File: config.mk
export PLATFORM = sky130hd
export DESIGN_NAME = garegga_sndlatch_fifo
export DESIGN_NICKNAME = d
export VERILOG_FILES = /design/src/rtl/garegga_sndlatch_fifo.sv
export SDC_FILE = /design/constraint.sdc
export NUM_CORES = 1
export LEC_CHECK = 0
export CORE_MARGIN = 2
export CORE_UTILIZATION = 57
export DETAILED_ROUTE_END_ITERATION = 8
export PLACE_DENSITY_LB_ADDON = 0.25
export SLEW_MARGIN = 10
export SYNTH_ARGS = -nofsm -noshare
export SYNTH_HDL_FRONTEND = slang
export SYNTH_SLANG_ARGS = --single-unit
File: constraint.sdc
create_clock -name CLK96 -period 2.4 [get_ports CLK96]
set_input_delay 0.48 -clock CLK96 [delete_from_list [all_inputs] [get_ports CLK96]]
set_output_delay 0.48 -clock CLK96 [all_outputs]
set_load 0.02 [all_outputs]
File: src/rtl/garegga_sndlatch_fifo.sv
// Sound command latch between the 68k and the sound block.
// The 68k queues command bytes in a small FIFO. A sequencer presents each one
// on SOUNDLATCH, raises Z80INT for a fixed pulse, waits for the sound block
// to acknowledge via WAIT (or times out), then idles briefly before the next.
module garegga_sndlatch_fifo #(
    parameter int DEPTH       = 4,
    parameter int PULSE_LEN   = 16,
    parameter int ACK_TIMEOUT = 1048576,
    parameter int GAP_LEN     = 4
) (
    input  logic       CLK96,
    input  logic       RESET96,
    input  logic       CPU_CS,
    input  logic       CPU_WR,
    input  logic       CPU_A0,
    input  logic [7:0] CPU_DIN,
    output logic [7:0] CPU_DOUT,
    output logic [7:0] SOUNDLATCH,
    output logic       Z80INT,
    input  logic       WAIT,
    output logic       OVERFLOW,
    output logic       TIMEOUT_ERR
);

    localparam int CW   = $clog2(DEPTH + 1);
    localparam int PW   = $clog2(DEPTH);
    localparam int MAXC = (ACK_TIMEOUT > PULSE_LEN)
                        ? ((ACK_TIMEOUT > GAP_LEN) ? ACK_TIMEOUT : GAP_LEN)
                        : ((PULSE_LEN > GAP_LEN) ? PULSE_LEN : GAP_LEN);
    localparam int TW   = $clog2(MAXC + 1);

    localparam logic [TW-1:0] PULSE_LAST = TW'(PULSE_LEN - 1);
    localparam logic [TW-1:0] ACK_LAST   = TW'(ACK_TIMEOUT - 1);
    localparam logic [TW-1:0] GAP_LAST   = TW'(GAP_LEN - 1);
    localparam logic [CW-1:0] FULL_CNT   = CW'(DEPTH);

    typedef enum logic [2:0] {
        IDLE,
        LOAD,
        PULSE,
        ACKWAIT,
        GAP
    } state_t;

    state_t          state, state_nxt;
    logic [TW-1:0]   timer, timer_nxt;
    logic            seen_high, seen_high_nxt;
    logic            to_set;

    logic [7:0]      mem [DEPTH];
    logic [PW-1:0]   rd_ptr, wr_ptr;
    logic [CW-1:0]   count;

    logic            data_wr, ctrl_wr, rd_strobe;
    logic            flush, clr_ovf, clr_to;
    logic            fifo_full, fifo_empty;
    logic            pop, push_ok, ovf_set;
    logic [31:0]     count_ext;
    logic [2:0]      count_sat;
    logic [7:0]      status;
    logic            unused_din;

    // Bus decode and FIFO handshake terms.
    always_comb begin
        data_wr    = CPU_CS & CPU_WR & ~CPU_A0;
        ctrl_wr    = CPU_CS & CPU_WR & CPU_A0;
        rd_strobe  = CPU_CS & ~CPU_WR;
        flush      = ctrl_wr & CPU_DIN[7];
        clr_ovf    = ctrl_wr & CPU_DIN[0];
        clr_to     = ctrl_wr & CPU_DIN[1];
        fifo_full  = (count == FULL_CNT);
        fifo_empty = (count == '0);
        pop        = (state == LOAD) & ~fifo_empty;
        // A pop in the same clock frees the slot the push needs.
        push_ok    = data_wr & (~fifo_full | pop);
        ovf_set    = data_wr & fifo_full & ~pop;
        unused_din = ^CPU_DIN[6:2];
    end

    // Status byte assembled from current state; count saturates at 7.
    always_comb begin
        count_ext = 32'(count);
        count_sat = (count_ext > 32'd7) ? 3'd7 : count_ext[2:0];
        status    = {fifo_full, fifo_empty, (state != IDLE), OVERFLOW,
                     TIMEOUT_ERR, count_sat};
    end

    // Sequencer next-state logic with shared phase timer.
    always_comb begin
        state_nxt     = state;
        timer_nxt     = timer;
        seen_high_nxt = seen_high;
        to_set        = 1'b0;
        case (state)
            IDLE: begin
                timer_nxt = '0;
                if (!fifo_empty && !flush) state_nxt = LOAD;
            end
            LOAD: begin
                // seen_high is cleared here rather than on ACKWAIT entry so
                // an acknowledge already seen during PULSE is preserved.
                seen_high_nxt = 1'b0;
                timer_nxt     = '0;
                state_nxt     = fifo_empty ? IDLE : PULSE;
            end
            PULSE: begin
                if (WAIT) seen_high_nxt = 1'b1;
                if (timer == PULSE_LAST) begin
                    state_nxt = ACKWAIT;
                    timer_nxt = '0;
                end else begin
                    timer_nxt = timer + TW'(1);
                end
            end
            ACKWAIT: begin
                if (WAIT) seen_high_nxt = 1'b1;
                if (!WAIT && seen_high) begin
                    state_nxt = GAP;
                    timer_nxt = '0;
                end else if (timer == ACK_LAST) begin
                    to_set    = 1'b1;
                    state_nxt = GAP;
                    timer_nxt = '0;
                end else begin
                    timer_nxt = timer + TW'(1);
                end
            end
            GAP: begin
                if (timer == GAP_LAST) begin
                    state_nxt = IDLE;
                    timer_nxt = '0;
                end else begin
                    timer_nxt = timer + TW'(1);
                end
            end
            default: begin
                state_nxt = IDLE;
                timer_nxt = '0;
            end
        endcase
    end

    // Sequencer state register.
    always_ff @(posedge CLK96) begin
        if (RESET96) begin
            state     <= IDLE;
            timer     <= '0;
            seen_high <= 1'b0;
        end else begin
            state     <= state_nxt;
            timer     <= timer_nxt;
            seen_high <= seen_high_nxt;
        end
    end

    // FIFO storage write port.
    always_ff @(posedge CLK96) begin
        if (push_ok && !RESET96 && !flush) mem[wr_ptr] <= CPU_DIN;
    end

    // FIFO pointers and occupancy; flush empties without touching SOUNDLATCH.
    always_ff @(posedge CLK96) begin
        if (RESET96 || flush) begin
            rd_ptr <= '0;
            wr_ptr <= '0;
            count  <= '0;
        end else begin
            if (push_ok) wr_ptr <= wr_ptr + PW'(1);
            if (pop)     rd_ptr <= rd_ptr + PW'(1);
            case ({push_ok, pop})
                2'b10:   count <= count + CW'(1);
                2'b01:   count <= count - CW'(1);
                default: count <= count;
            endcase
        end
    end

    // Command latch and interrupt line; Z80INT is high exactly while in PULSE.
    always_ff @(posedge CLK96) begin
        if (RESET96) begin
            SOUNDLATCH <= 8'h00;
            Z80INT     <= 1'b0;
        end else begin
            if (pop) SOUNDLATCH <= mem[rd_ptr];
            Z80INT <= (state_nxt == PULSE);
        end
    end

    // Sticky error flags; a set in the same clock as a clear wins.
    always_ff @(posedge CLK96) begin
        if (RESET96) begin
            OVERFLOW    <= 1'b0;
            TIMEOUT_ERR <= 1'b0;
        end else begin
            OVERFLOW    <= ovf_set | (OVERFLOW & ~clr_ovf);
            TIMEOUT_ERR <= to_set | (TIMEOUT_ERR & ~clr_to);
        end
    end

    // Registered 68k read data, held between read strobes.
    always_ff @(posedge CLK96) begin
        if (RESET96) begin
            CPU_DOUT <= 8'h00;
        end else if (rd_strobe) begin
            CPU_DOUT <= CPU_A0 ? status : SOUNDLATCH;
        end
    end

endmodule

# Yosys cells after proc, flatten, opt, wreduce, memory -nomap -nowiden
# Memory sizes are Yosys's and may differ from the RTL's. A register that Yosys moved wholly into a read port is not among the register bits.
# Index checks and enable logic that the tools add are counted.
# totals
regBits	43
latchBits	0
ram_bits	32
mem_bits_ro	0
inputBits	14
out_inout_bits	19
word_cells	88
mem_count	1
# classes
addsub	5
n_mul	0
div_mod_pow	0
magnitude_cmp	0
n_eq_ne	12
n_shift	0
muxes	21
n_bitwise	23
reduce_logical	16
# mem_list
memory	depth	width	rd	rd_clocked_by_memory_dff	write_ports	line_no	source
mem	4	8	1	1	1	50	logic [7:0] mem [DEPTH];
# op_table
cell	n
$mux W21	4
$pmux W21 S3	1
$add A21 B1 Y21 const B	1
$eq A21 B2 Y1 const B	1
$eq A21 B20 Y1 const B	1
$eq A21 B4 Y1 const B	1
$mux W3	5
$pmux W3 S5	1
$and A1 B1 Y1	13
$eq A3 B2 Y1 const B	3
$mux W8	1
$not A1 Y1	7
$eq A3 B3 Y1 const B	2
$logic_not A3 Y1	2
$mux W1	6
$pmux W3 S2	1
$add A2 B1 Y2 const B	2
$logic_and A1 B1 Y1	4
$logic_not A1 Y1	4
$reduce_bool A2 Y1	2
$add A3 B1 Y3 const B	1
$eq A3 B1 Y1 const B	1
$or A1 B1 Y1	3
$reduce_bool A3 Y1	1
other kinds (9)	9

# Logic depth before layout (Yosys ltp)
# depth
word_depth	9
depth_mapped	9

# Worst setup path before layout
# No wires, ideal clock.
# synth_path
kind	register to register
start	register state[0]
end	register count[2]
arrival_time_ns	2.017
required_ns	2.276
slack_ns	0.259
stages_incl_launch_ff	10
path_buffers	2
path_cell_list	dfxtp_1 -> buf_6 -> nand2b_1 -> nor3_1 -> clkbuf_1 -> nand2_1 -> fa_1 -> nor3b_1 -> o21ai_0 -> nor3b_2
# synth_between
elab_chain_len	6
# synth_rtl
element	line_no	source
from (decl)	45	state_t state, state_nxt;
from (signal assigned)	150	state <= state_nxt;
$eq A3 B1 Y1 (*)	73	pop = (state == LOAD) & ~fifo_empty;
$and A1 B1 Y1 (*)	73	
$or A1 B1 Y1	75	push_ok = data_wr & (~fifo_full | pop);
$and A1 B1 Y1	75	
$eq A2 B1 Y1 or $eq A2 B2 Y1 (tied branches)	170	case ({push_ok, pop})
$pmux W3 S2 or $reduce_bool A2 Y1 (tied branches)	-	
to (signal assigned)	171	2'b10: count <= count + CW'(1);
to (signal assigned)	172	2'b01: count <= count - CW'(1);
to (signal assigned)	173	default: count <= count;
to (decl)	52	logic [CW-1:0] count;
# Mark *: on every way between the ends. The rest lies on a longest branch, timed or not.
# A chain may end at the register's enable or synchronous reset.

# Worst setup path in the final report
# layout_path
start	register timer[0]
end	register timer[2]
# layout_between
elab_chain_len	4
# layout_rtl
element	line_no	source
from (decl)	46	logic [TW-1:0] timer, timer_nxt;
from (signal assigned)	151	timer <= timer_nxt;
$add A21 B1 Y21 or $eq A21 B20 Y1 (tied branches)	-	
$mux W21	120	end else if (timer == ACK_LAST) begin
$mux W21	117	if (!WAIT && seen_high) begin
$pmux W21 S3 (*)	94	case (state)
# Marks and branches as above.

==> impl_metrics.toml <==
[timing]
worst-slew-pin-transition_ns = 0.622
setup_viol = 0
slew_viol_final = 0
fin_crit_sh_pct = 88.3
max_freq_mhz = 472
fin_ws_ns = 0.282
fin_crit_ns = 2.12
hold_viol = 0
skew_ns = 0.0161
slew_headroom_pct = 58.5
rsz0062_at_grt = "false"
whs_ns = 0.479
fin_setup_tns_ns = 0

[cts]
cts_root_buf = "clkbuf_8"
clk_latency_ns = 0.36
cts_made_buffers = 9
post_cts_resized = 0
cts.sinks = 83
cts.clk_slew.worst_paths_ns = 0.08
clk_path_buf_depth = 2
h-tree-depth = 3
cts_tree = "done"
holdBufCountCts = 0
cts_setup_buffers = 0

[synthesis]
netlist.area_leader.share_pct = 27.3
synth_edf_count = 32
yosysTopAreaCell = "dfxtp_1"
synth_most_common_cell = "dfxtp_1"
synth.yosys.seq_area_share_pct = 53.0
synthTopCellsByCount = "dfxtp_1 (51), edfxtp_1 (32), nand2_1 (28)"
syn_area_mm2 = 0.00374
synth_seq_cells = 83
yosys_warnings = 0
synth_cell_type_count = 50
postSynth.asyncResetShare_pct = 0
syn_nets = 346
ys.flop_type = "dfxtp_1"
syn_inst = 326
synth_area_leaders = "dfxtp_1 (27%), edfxtp_1 (26%), nor2_4 (5.7%)"
synth_area_per_cell_um2 = 11.5

[die]
dieArea_mm2 = 0.00722
core_area_mm2 = 0.00635
num_rows = 29
die_h_um = 85.0
io_pins = 33
start_util_pct = 58.9
die_w_um = 85.0

[worst_hold_path]
hold_path.class = "register to register"

[place]
dp_hpwl_mm = 4.98
gp_congestion = 0.773
place_area_mm2 = 0.00425
place_ws_ns = 0.155
port_buffers = 32

[grt]
grt_pass1_wl_mm = 11.6
grt_antenna_before_repair = 0
grtUsageTotal_pct = 20.6
grt_max_degree = 19
grt_pass1_vias = 2398
grt_remaining_overflow = 0

[setup_path]
critical_path.slowest_cell = "dfxtp_1"
r2r_slack_ns = 0.28
crit_fanout = 11
cp-startpoint = "timer[0]$_SDFF_PP0_"
regToRegEndpoint = "timer[2]$_SDFF_PP0_"
crit_type = "register to register"
crit_chain = "ha_1 -> nand3_1 -> nor3b_1 -> a311o_1 -> and3_4 -> buf_4 -> nor2_4"
crit_path_end = "timer[2]$_SDFF_PP0_"
max_stage_delay_ns = 0.40
timing.rr.start = "timer[0]$_SDFF_PP0_"
start_kind = "register"
crit_arrival_ns = 2.37
cp.required_ns = 2.65
end_kind = "register"
rr_worst_depth = 7

[final_layout]
antennaDiodeCount = 0
multi_input_area_mm2 = 0.00164
fill_cells = 464
seq_area_mm2 = 0.00198
nets = 394
drive_gt1_share_pct = 17.9
stdcell_area_mm2 = 0.00444
areaGrowthSynthToFinish_pct = 18.9

[run]
drv_cap = 0

[route]
drt_iter0_markers = 110
postRouteAntennaNets = 0
wire_per_inst_um = 15.2
drt-vias-per-instance = 5.48
via_count = 2497
drt-total-wl_mm = 6.91
firstDrtPassIters = 4
drcViolationCount = 0

[power]
leakagePower_nw = 1.45
p_per_area_mw_per_mm2 = 597
peakVddDrop_mv = 0.475

[outcome]
status = "complete, no violations"
worst min path at each step:
stage                                             to  cells past startpoint  slack, ns                        from
after floorplan                  timer[0]$_SDFF_PP0_                      1       0.44         timer[0]$_SDFF_PP0_
after global placement           timer[0]$_SDFF_PP0_                      1       0.46         timer[0]$_SDFF_PP0_
after detailed placement         timer[0]$_SDFF_PP0_                      1       0.47         timer[0]$_SDFF_PP0_
after CTS                     seen_high$_SDFFE_PP0P_                      2       0.48      seen_high$_SDFFE_PP0P_
after global routing      SOUNDLATCH[7]$_SDFFE_PP0P_                      2       0.51  SOUNDLATCH[7]$_SDFFE_PP0P_
final                         seen_high$_SDFFE_PP0P_                      2       0.48      seen_high$_SDFFE_PP0P_
logic make-up (layout without fill, tap and decap cells):
logic type	count (synthesis)	after routing	synth area share, %
mux	17	17	7.23
buf+inv	20	73	3.15
simple gates	140	140	22.5
fa+ha+maj	6	6	2.21
xor+xnor	23	23	5.39
flops	83	83	53.0
compound gates	37	37	6.50
cells in the final DEF (no fill, tap or decap), types with 2 or more instances in the layout:
master	n
nor4_1	4
edfxtp_1	32
inv_8	3
nor2b_1	6
nand2_1	28
a21o_1	2
mux2i_1	9
or3_1	2
o21a_1	2
and3_1	2
nor3b_1	5
inv_1	6
and4_1	2
ha_1	5
nand4_1	7
xnor2_1	7
nand3_1	17
xor2_1	16
a211oi_1	9
dfxtp_1	51
a21oi_1	12
inv_6	3
mux4_2	8
and2_1	4
o21ai_0	4
buf_12	4
clkbuf_8	9
nor3_1	7
nand2b_1	3
buf_4	15
clkdlybuf4s50_1	32
nor2_1	26
nor2_4	19
registers in the layout (all words and copies together) (netlist names):
register     cells
state            3
TIMEOUT_ERR      1
mem             32
Z80INT           1
OVERFLOW         1
seen_high        1
count            3
CPU_DOUT         8
rd_ptr           2
timer           21
wr_ptr           2
SOUNDLATCH       8
layer usage:
layer | track usage (%) | wire length, um | share of wire, %
met1 | 28.1 | 3230 | 47
met2 | 32.0 | 3310 | 48
met3 | 6.23 | 296 | 4.3
met4 | 5.77 | 73 | 1.1
met5 | 0 | 0 | 0
per-stage QoR:
step | total power, mW | cells | util (%)
final | 2.65 | 456 | 70.0
after detailed placement | 1.71 | 440 | 67.0
after global routing | 2.75 | 456 | 70.0
after global placement | 1.71 | 440 | 67.0
after floorplan | 1.63 | 326 | -
after CTS | 2.68 | 456 | 70.0
cell type report:
type	count	area share, %
clock buffer	9	2.79
multi-input combinational	223	36.9
sequential	83	44.6
clock inverter	7	1.55
timing repair buffer	51	11.5
inverter	6	0.507
tap	77	2.17
critical path, delay by kind of cell, from the launching register on:
family | cells | cell delay [ns]
AOI/OAI and AO/OA | 1 | 0.21
DFF | 1 | 0.40
and+or+nand+nor | 4 | 0.94
buffers and inverters | 1 | 0.21
adders and majority gates | 1 | 0.24
report_power, final:
part	switching, mW	internal (mW)	leakage (nW)
combinational	0.0941	0.0893	0.650
sequential	0.0173	1.48	0.701
clock	0.561	0.410	0.101
total	0.672	1.98	1.45
Note: power is estimated with default switching activity, not from simulation.
